## src/rtl/rts_bist_pkg.sv

```systemverilog
// Shared definitions for the RTS BIST core.
// - bist_state_e : controller state encoding
// - lfsr_step    : one Galois shift/XOR step (MSB out), width supplied by the caller
package rts_bist_pkg;

    typedef enum logic [2:0] {
        StInit    = 3'd0,
        StShift   = 3'd1,
        StCapture = 3'd2,
        StFlush   = 3'd3,
        StDone    = 3'd4
    } bist_state_e;

    // Widest register lfsr_step can handle; callers zero-extend into this width.
    localparam int unsigned LFSR_MAX_W = 64;

    // Shift left by one, dropping the MSB; if the dropped MSB was set, fold the polynomial in.
    // Bits at or above `width` are forced to zero in the result.
    function automatic logic [LFSR_MAX_W-1:0] lfsr_step(
        input logic [LFSR_MAX_W-1:0] value,
        input logic [LFSR_MAX_W-1:0] poly,
        input int unsigned           width
    );
        logic [LFSR_MAX_W-1:0] mask;
        logic [LFSR_MAX_W-1:0] shifted;
        logic                  msb;
        // A shift by the full width yields zero, so width == LFSR_MAX_W gives an all-ones mask.
        mask    = (LFSR_MAX_W'(1) << width) - LFSR_MAX_W'(1);
        msb     = |(value & (LFSR_MAX_W'(1) << (width - 1)));
        shifted = (value << 1) & mask;
        lfsr_step = msb ? (shifted ^ (poly & mask)) : shifted;
    endfunction

endpackage

```

## src/rtl/bist_lfsr_reg.sv

```systemverilog
// Seedable Galois LFSR register, usable as a pattern generator or a signature compactor.
// Ports:
//   clk     - clock, rising edge
//   rst     - asynchronous active-high clear to zero
//   load    - synchronous seed load (wins over en)
//   en      - advance one step
//   seed    - value loaded on load
//   poly    - feedback polynomial
//   data_in - response word XORed into each step when COMPACT=1, ignored otherwise
//   value   - current register contents
module bist_lfsr_reg
    import rts_bist_pkg::*;
#(
    parameter int unsigned WIDTH   = 16,
    parameter bit          COMPACT = 1'b0
) (
    input  logic             clk,
    input  logic             rst,
    input  logic             load,
    input  logic             en,
    input  logic [WIDTH-1:0] seed,
    input  logic [WIDTH-1:0] poly,
    input  logic [WIDTH-1:0] data_in,
    output logic [WIDTH-1:0] value
);

    logic [WIDTH-1:0] value_q;
    logic [WIDTH-1:0] step_val;
    logic [WIDTH-1:0] next_val;

    assign step_val = WIDTH'(lfsr_step(LFSR_MAX_W'(value_q), LFSR_MAX_W'(poly), WIDTH));

    if (COMPACT) begin : g_compact
        assign next_val = step_val ^ data_in;
    end else begin : g_generate
        logic unused_data;
        assign unused_data = ^data_in;
        assign next_val    = step_val;
    end

    always_ff @(posedge clk or posedge rst) begin
        if (rst) begin
            value_q <= '0;
        end else if (load) begin
            value_q <= seed;
        end else if (en) begin
            value_q <= next_val;
        end
    end

    assign value = value_q;

endmodule

```

## src/rtl/rts_bist_core.sv

```systemverilog
// RTS BIST core: sequencing controller with a PRPG pattern generator and a MISR compactor.
// Ports:
//   clk, masterRst          - clock and asynchronous active-high reset
//   prpg_poly, prpg_seed    - PRPG polynomial/seed (hold stable for the whole run)
//   misr_poly, misr_seed    - MISR polynomial/seed (hold stable for the whole run)
//   misr_in                 - CUT responses compacted at each capture
//   prpg_out, misr_out      - pattern and signature
//   NbarT                   - 1 = scan shift, 0 = capture/normal
//   internalRst             - seed-load strobe for all generators/compactors
//   PRPG_En, MISR_En        - capture-time advance enables
//   SRSG_En, SISA_En        - shift-time advance enables for the external scan side
//   done                    - signature final, held until masterRst
module rts_bist_core
    import rts_bist_pkg::*;
#(
    parameter int unsigned PRPG_SIZE  = 16,
    parameter int unsigned MISR_SIZE  = 27,
    parameter int unsigned SHIFT_CNT  = 64,
    parameter int unsigned NUM_ROUNDS = 200
) (
    input  logic                 clk,
    input  logic                 masterRst,
    input  logic [PRPG_SIZE-1:0] prpg_poly,
    input  logic [PRPG_SIZE-1:0] prpg_seed,
    input  logic [MISR_SIZE-1:0] misr_poly,
    input  logic [MISR_SIZE-1:0] misr_seed,
    input  logic [MISR_SIZE-1:0] misr_in,
    output logic [PRPG_SIZE-1:0] prpg_out,
    output logic [MISR_SIZE-1:0] misr_out,
    output logic                 NbarT,
    output logic                 internalRst,
    output logic                 PRPG_En,
    output logic                 MISR_En,
    output logic                 SRSG_En,
    output logic                 SISA_En,
    output logic                 done
);

    localparam int unsigned ShiftW = (SHIFT_CNT > 1) ? $clog2(SHIFT_CNT) : 1;
    localparam int unsigned RoundW = (NUM_ROUNDS > 1) ? $clog2(NUM_ROUNDS) : 1;

    bist_state_e       state_q, state_d;
    logic [ShiftW-1:0] shift_cnt_q, shift_cnt_d;
    logic [RoundW-1:0] round_cnt_q, round_cnt_d;
    logic              shift_last;
    logic              round_last;

    assign shift_last = (shift_cnt_q == ShiftW'(SHIFT_CNT - 1));
    assign round_last = (round_cnt_q == RoundW'(NUM_ROUNDS - 1));

    always_comb begin
        state_d     = state_q;
        shift_cnt_d = shift_cnt_q;
        round_cnt_d = round_cnt_q;
        unique case (state_q)
            StInit: begin
                state_d     = StShift;
                shift_cnt_d = '0;
                round_cnt_d = '0;
            end
            StShift: begin
                if (shift_last) begin
                    state_d     = StCapture;
                    shift_cnt_d = '0;
                end else begin
                    shift_cnt_d = shift_cnt_q + 1'b1;
                end
            end
            StCapture: begin
                // round_cnt_q counts captures already finished before this one.
                if (round_last) begin
                    state_d = StFlush;
                end else begin
                    state_d     = StShift;
                    round_cnt_d = round_cnt_q + 1'b1;
                end
            end
            StFlush: begin
                if (shift_last) begin
                    state_d     = StDone;
                    shift_cnt_d = '0;
                end else begin
                    shift_cnt_d = shift_cnt_q + 1'b1;
                end
            end
            StDone: begin
                state_d = StDone;
            end
            default: begin
                state_d = StInit;
            end
        endcase
    end

    always_ff @(posedge clk or posedge masterRst) begin
        if (masterRst) begin
            state_q     <= StInit;
            shift_cnt_q <= '0;
            round_cnt_q <= '0;
        end else begin
            state_q     <= state_d;
            shift_cnt_q <= shift_cnt_d;
            round_cnt_q <= round_cnt_d;
        end
    end

    // Moore output decode.
    always_comb begin
        NbarT       = 1'b0;
        internalRst = 1'b0;
        PRPG_En     = 1'b0;
        MISR_En     = 1'b0;
        SRSG_En     = 1'b0;
        SISA_En     = 1'b0;
        done        = 1'b0;
        unique case (state_q)
            StInit: begin
                internalRst = 1'b1;
            end
            StShift, StFlush: begin
                NbarT   = 1'b1;
                SRSG_En = 1'b1;
                SISA_En = 1'b1;
            end
            StCapture: begin
                PRPG_En = 1'b1;
                MISR_En = 1'b1;
            end
            StDone: begin
                done = 1'b1;
            end
            default: begin
                internalRst = 1'b1;
            end
        endcase
    end

    bist_lfsr_reg #(
        .WIDTH   (PRPG_SIZE),
        .COMPACT (1'b0)
    ) u_prpg (
        .clk     (clk),
        .rst     (masterRst),
        .load    (internalRst),
        .en      (PRPG_En),
        .seed    (prpg_seed),
        .poly    (prpg_poly),
        .data_in ('0),
        .value   (prpg_out)
    );

    bist_lfsr_reg #(
        .WIDTH   (MISR_SIZE),
        .COMPACT (1'b1)
    ) u_misr (
        .clk     (clk),
        .rst     (masterRst),
        .load    (internalRst),
        .en      (MISR_En),
        .seed    (misr_seed),
        .poly    (misr_poly),
        .data_in (misr_in),
        .value   (misr_out)
    );

endmodule

```

## config.mk

```make
export PLATFORM = sky130hd
export DESIGN_NAME = rts_bist_core
export DESIGN_NICKNAME = d
export VERILOG_FILES = /design/src/rtl/rts_bist_pkg.sv /design/src/rtl/bist_lfsr_reg.sv /design/src/rtl/rts_bist_core.sv
export SDC_FILE = /design/constraint.sdc
export NUM_CORES = 1
export LEC_CHECK = 0
export ABC_AREA = 1
export ABC_CLOCK_PERIOD_IN_PS = 1900
export BUFFER_PORTS_ARGS = -buffer_cell sky130_fd_sc_hd__clkbuf_2
export CAP_MARGIN = 0
export CORE_MARGIN = 5
export CORE_UTILIZATION = 50
export DETAILED_ROUTE_END_ITERATION = 10
export PLACE_DENSITY = 0.91
export SLEW_MARGIN = 5
export SYNTH_ARGS = -nofsm -noshare
export SYNTH_HDL_FRONTEND = slang
export SYNTH_SLANG_ARGS = --single-unit
```

## constraint.sdc

```tcl
create_clock -name clk -period 1.9 [get_ports clk]
set_clock_uncertainty 0.05 [all_clocks]
set_input_delay 0.19 -clock clk [delete_from_list [all_inputs] [get_ports clk]]
set_output_delay 0.19 -clock clk [all_outputs]
set_load 0.02 [all_outputs]
```

==> results.sh <==
export IMPL_status="complete, no violations"
export IMPL_grt_pass1_wl_um=19000
export IMPL_drcViolationCount=0
export IMPL_combPwrFrac_pct=17.6
export IMPL_port_buffers=164
export IMPL_grtUsageTotal_pct=22.8
export IMPL_finalCritPeriodShare_pct=95.0
export IMPL_ys_ff_latch=60
export IMPL_die_area_um2=10500
export IMPL_fin_hold_ws_ps=19.9
export IMPL_r2r_slack_ps=290
export IMPL_fin_setup_tns_ps=0
export IMPL_gr_total_overflow=0
export IMPL_fin_ws_ps=95.1
export IMPL_first_global_vias=4247
export IMPL_cts_sinks=60
export IMPL_clock_latency_ps=340
export IMPL_startpoint_type="register"
export IMPL_antenna_cells=0
export IMPL_area_delta_synth_final_pct=26.2
export IMPL_cts_tree="done"
export IMPL_dr_pass1_iters=5
export IMPL_cts_buffers=9
export IMPL_grtUsageMet1_pct=28.8
export IMPL_drt_iter0_drc=224
export IMPL_tightest_slew_ps=597
export IMPL_grt_use_met3_pct=4.19
export IMPL_required_ps=1660
export IMPL_ys_warn_count=0
export IMPL_syn_avg_cell_area_um2=6.28
export IMPL_routedWlPerCell_um=12.3
export IMPL_ys_seq_area_share_pct=35.0
export IMPL_p_int_uw=2300
export IMPL_final_setup_viol_count=0
export IMPL_post_synth_inst_count=683
export IMPL_rsz0062_at_grt="false"
export IMPL_gp_congestion=0.908
export IMPL_die_width_um=103
export IMPL_fmax_mhz=554
export IMPL_die_y_um=103
export IMPL_start_util_pct=51.7
export IMPL_synth_distinct_cells=27
export IMPL_hold_class="in2reg"
export IMPL_maxSlewHeadroom_pct=60.2
export IMPL_clk_pin_slew_worst_paths_ps=70
export IMPL_root_buffer="clkbuf_8"
export IMPL_post_route_cell_area_um2=5410
export IMPL_swShare_pct=28.4
export IMPL_ant_nets=0
export IMPL_drive_gt1_share_pct=24.4
export IMPL_finalMaxSlewViolations=0
export IMPL_p_sw_uw=913
export IMPL_worstPathArrival_ps=1560
export IMPL_coreArea_um2=8300
export IMPL_crit_type="reg2out"
export IMPL_syn_nets=800
export IMPL_synthFlopType="dfrtp_1"
export IMPL_dpl_hpwl_um=9090
export IMPL_routed_wl_um=11700
export IMPL_max_cap_violations=0
export IMPL_final_nets=964
export IMPL_critPathMaxFanout=18
export IMPL_place_ws_ps=327
export IMPL_clkPwrFrac_pct=39.5
export IMPL_globalRouteMet2Util_pct=38.7
export IMPL_finalHoldViolations=0
export IMPL_powerDensity_nw_per_um2=594
export IMPL_ctsHtreeMaxLevel=3
export IMPL_clock_path_buffers=2
export IMPL_vias=4581
export IMPL_p_leak_uw=0.00334
export IMPL_postPlaceCellArea_um2=5170
export IMPL_ios=165
export IMPL_end_kind="primary output"
export IMPL_post_cts_buffers=0
export IMPL_period_minus_slack_ps=1800
export IMPL_top_usage_layer="met2"
export IMPL_ir_worst_vdd_v=0.000578
export IMPL_syn_area_um2=4290
export IMPL_power_frac_seq_pct=42.9
export IMPL_synth_edf_count=0
export IMPL_grt_antenna_before_repair=0
export IMPL_post_drt_via_cell_ratio=4.79
export IMPL_fin_util_pct=65.2
export IMPL_rows=33
export IMPL_synthArstFlopShare_pct=100
export IMPL_grt_max_degree=37
cells by family (layout without fill, tap and decap cells):
| group | count (synthesis) | count (layout) | synth area share (%) |
|---|---|---|---|
| adder cells (fa/ha/maj) | 2 | 2 | 0.584 |
| AND/OR/NAND/NOR | 426 | 426 | 39.6 |
| AO/OA/AOI/OAI | 36 | 36 | 6.01 |
| XOR/XNOR | 26 | 26 | 5.31 |
| buffers and inverters | 133 | 302 | 13.5 |
| flip-flops | 60 | 60 | 35.0 |
metrics by stage:
stage,std cells,total power [uW]
6_report,957,3220
5_1_grt,957,3390
4_1_cts,957,3260
3_5_place_dp,939,1970
3_3_place_gp,939,1950
2_1_floorplan,683,1730
critical path: stages (launching register included):
cell,delay (ps)
dfrtp_1,480
nor2_4,160
nand2_1,90
nand2_2,120
buf_6,190
clkbuf_2,190
area by class of cell:
cell class	count	area, um^2
Fill cell	768	2890
Tap cell	105	131
Clock inverter	7	91.3
Timing Repair Buffer	177	940
Inverter	109	409
Clock buffer	9	124
Multi-Input combinational cell	490	2210
Sequential cell	60	1500
routing by layer:
layer / up-vias / routed length [um] / part of all wire, %
met2: 140 / 5760 / 49
met5: - / 0 / 0
li1: 2379 / - / -
met1: 2040 / 4880 / 42
met4: 0 / 249 / 2.1
met3: 22 / 852 / 7.3
what timing repair did:
item / 4_1_cts / 5_1_grt
resized for setup: 0 / 2
hold buffers: 2 / 0
hold endpoints to repair: 61 / 0
endpoints found under the setup margin: 0 / 1
power groups by stage:
| stage | logic, uW | clock network, uW | registers [uW] |
|---|---|---|---|
| final | 566 | 1270 | 1380 |
| after global routing | 645 | 1350 | 1390 |
| after CTS | 572 | 1300 | 1380 |
| after detailed placement | 566 | 0 | 1400 |
| after global placement | 552 | 0 | 1400 |
| after floorplan | 282 | 0 | 1450 |
cells in the final DEF, fill, tap and decap left out, types with 6 or more instances in the layout:
cell,netlist,final
xnor2_1,6,6
dfrtp_1,60,60
buf_4,8,9
nor2_1,55,55
nand2_1,311,310
xor2_1,20,20
inv_1,105,104
clkbuf_8,0,9
o211ai_2,6,6
nand3_1,49,49
a21oi_1,8,8
o211ai_1,10,10
clkbuf_2,1,164
o21ai_0,8,8
sequential cells by signal, summed over array words and instances (netlist names):
name,flops
round_cnt_q,8
shift_cnt_q,6
state_q,3
u_misr.value,27
u_prpg.value,16
cell usage after synthesis (2+ instances only):
| master | instances | area (um^2) |
|---|---|---|
| nand3_1 | 49 | 245 |
| ha_1 | 2 | 25.0 |
| xnor2_1 | 6 | 52.6 |
| xor2_1 | 20 | 175 |
| o22ai_1 | 2 | 12.5 |
| o211ai_1 | 10 | 75.1 |
| nor3_1 | 2 | 10.0 |
| o211ai_2 | 6 | 75.1 |
| nor2_1 | 55 | 206 |
| inv_1 | 105 | 394 |
| o21ai_0 | 8 | 40.0 |
| inv_2 | 4 | 15.0 |
| buf_2 | 9 | 45.0 |
| a21oi_1 | 8 | 40.0 |
| dfrtp_1 | 60 | 1500 |
| nor2_4 | 2 | 22.5 |
| buf_4 | 8 | 60.1 |
| nand2_1 | 311 | 1170 |
| nand4_1 | 4 | 25.0 |
| buf_6 | 5 | 56.3 |
worst paths after layout:
check,startpoint,end,cells past startpoint
worst max-delay path,state_q[2],internalRst,5
worst min-delay path,prpg_seed[6],u_prpg.value[6],3
worst max register to register,round_cnt_q[1],round_cnt_q[3],8
worst min register to register,shift_cnt_q[1],shift_cnt_q[1],2
max in group asynchronous,masterRst,u_misr.value[12],4
min in group asynchronous,masterRst,round_cnt_q[2],4
No activity file was read; power rests on OpenSTA's default activity.
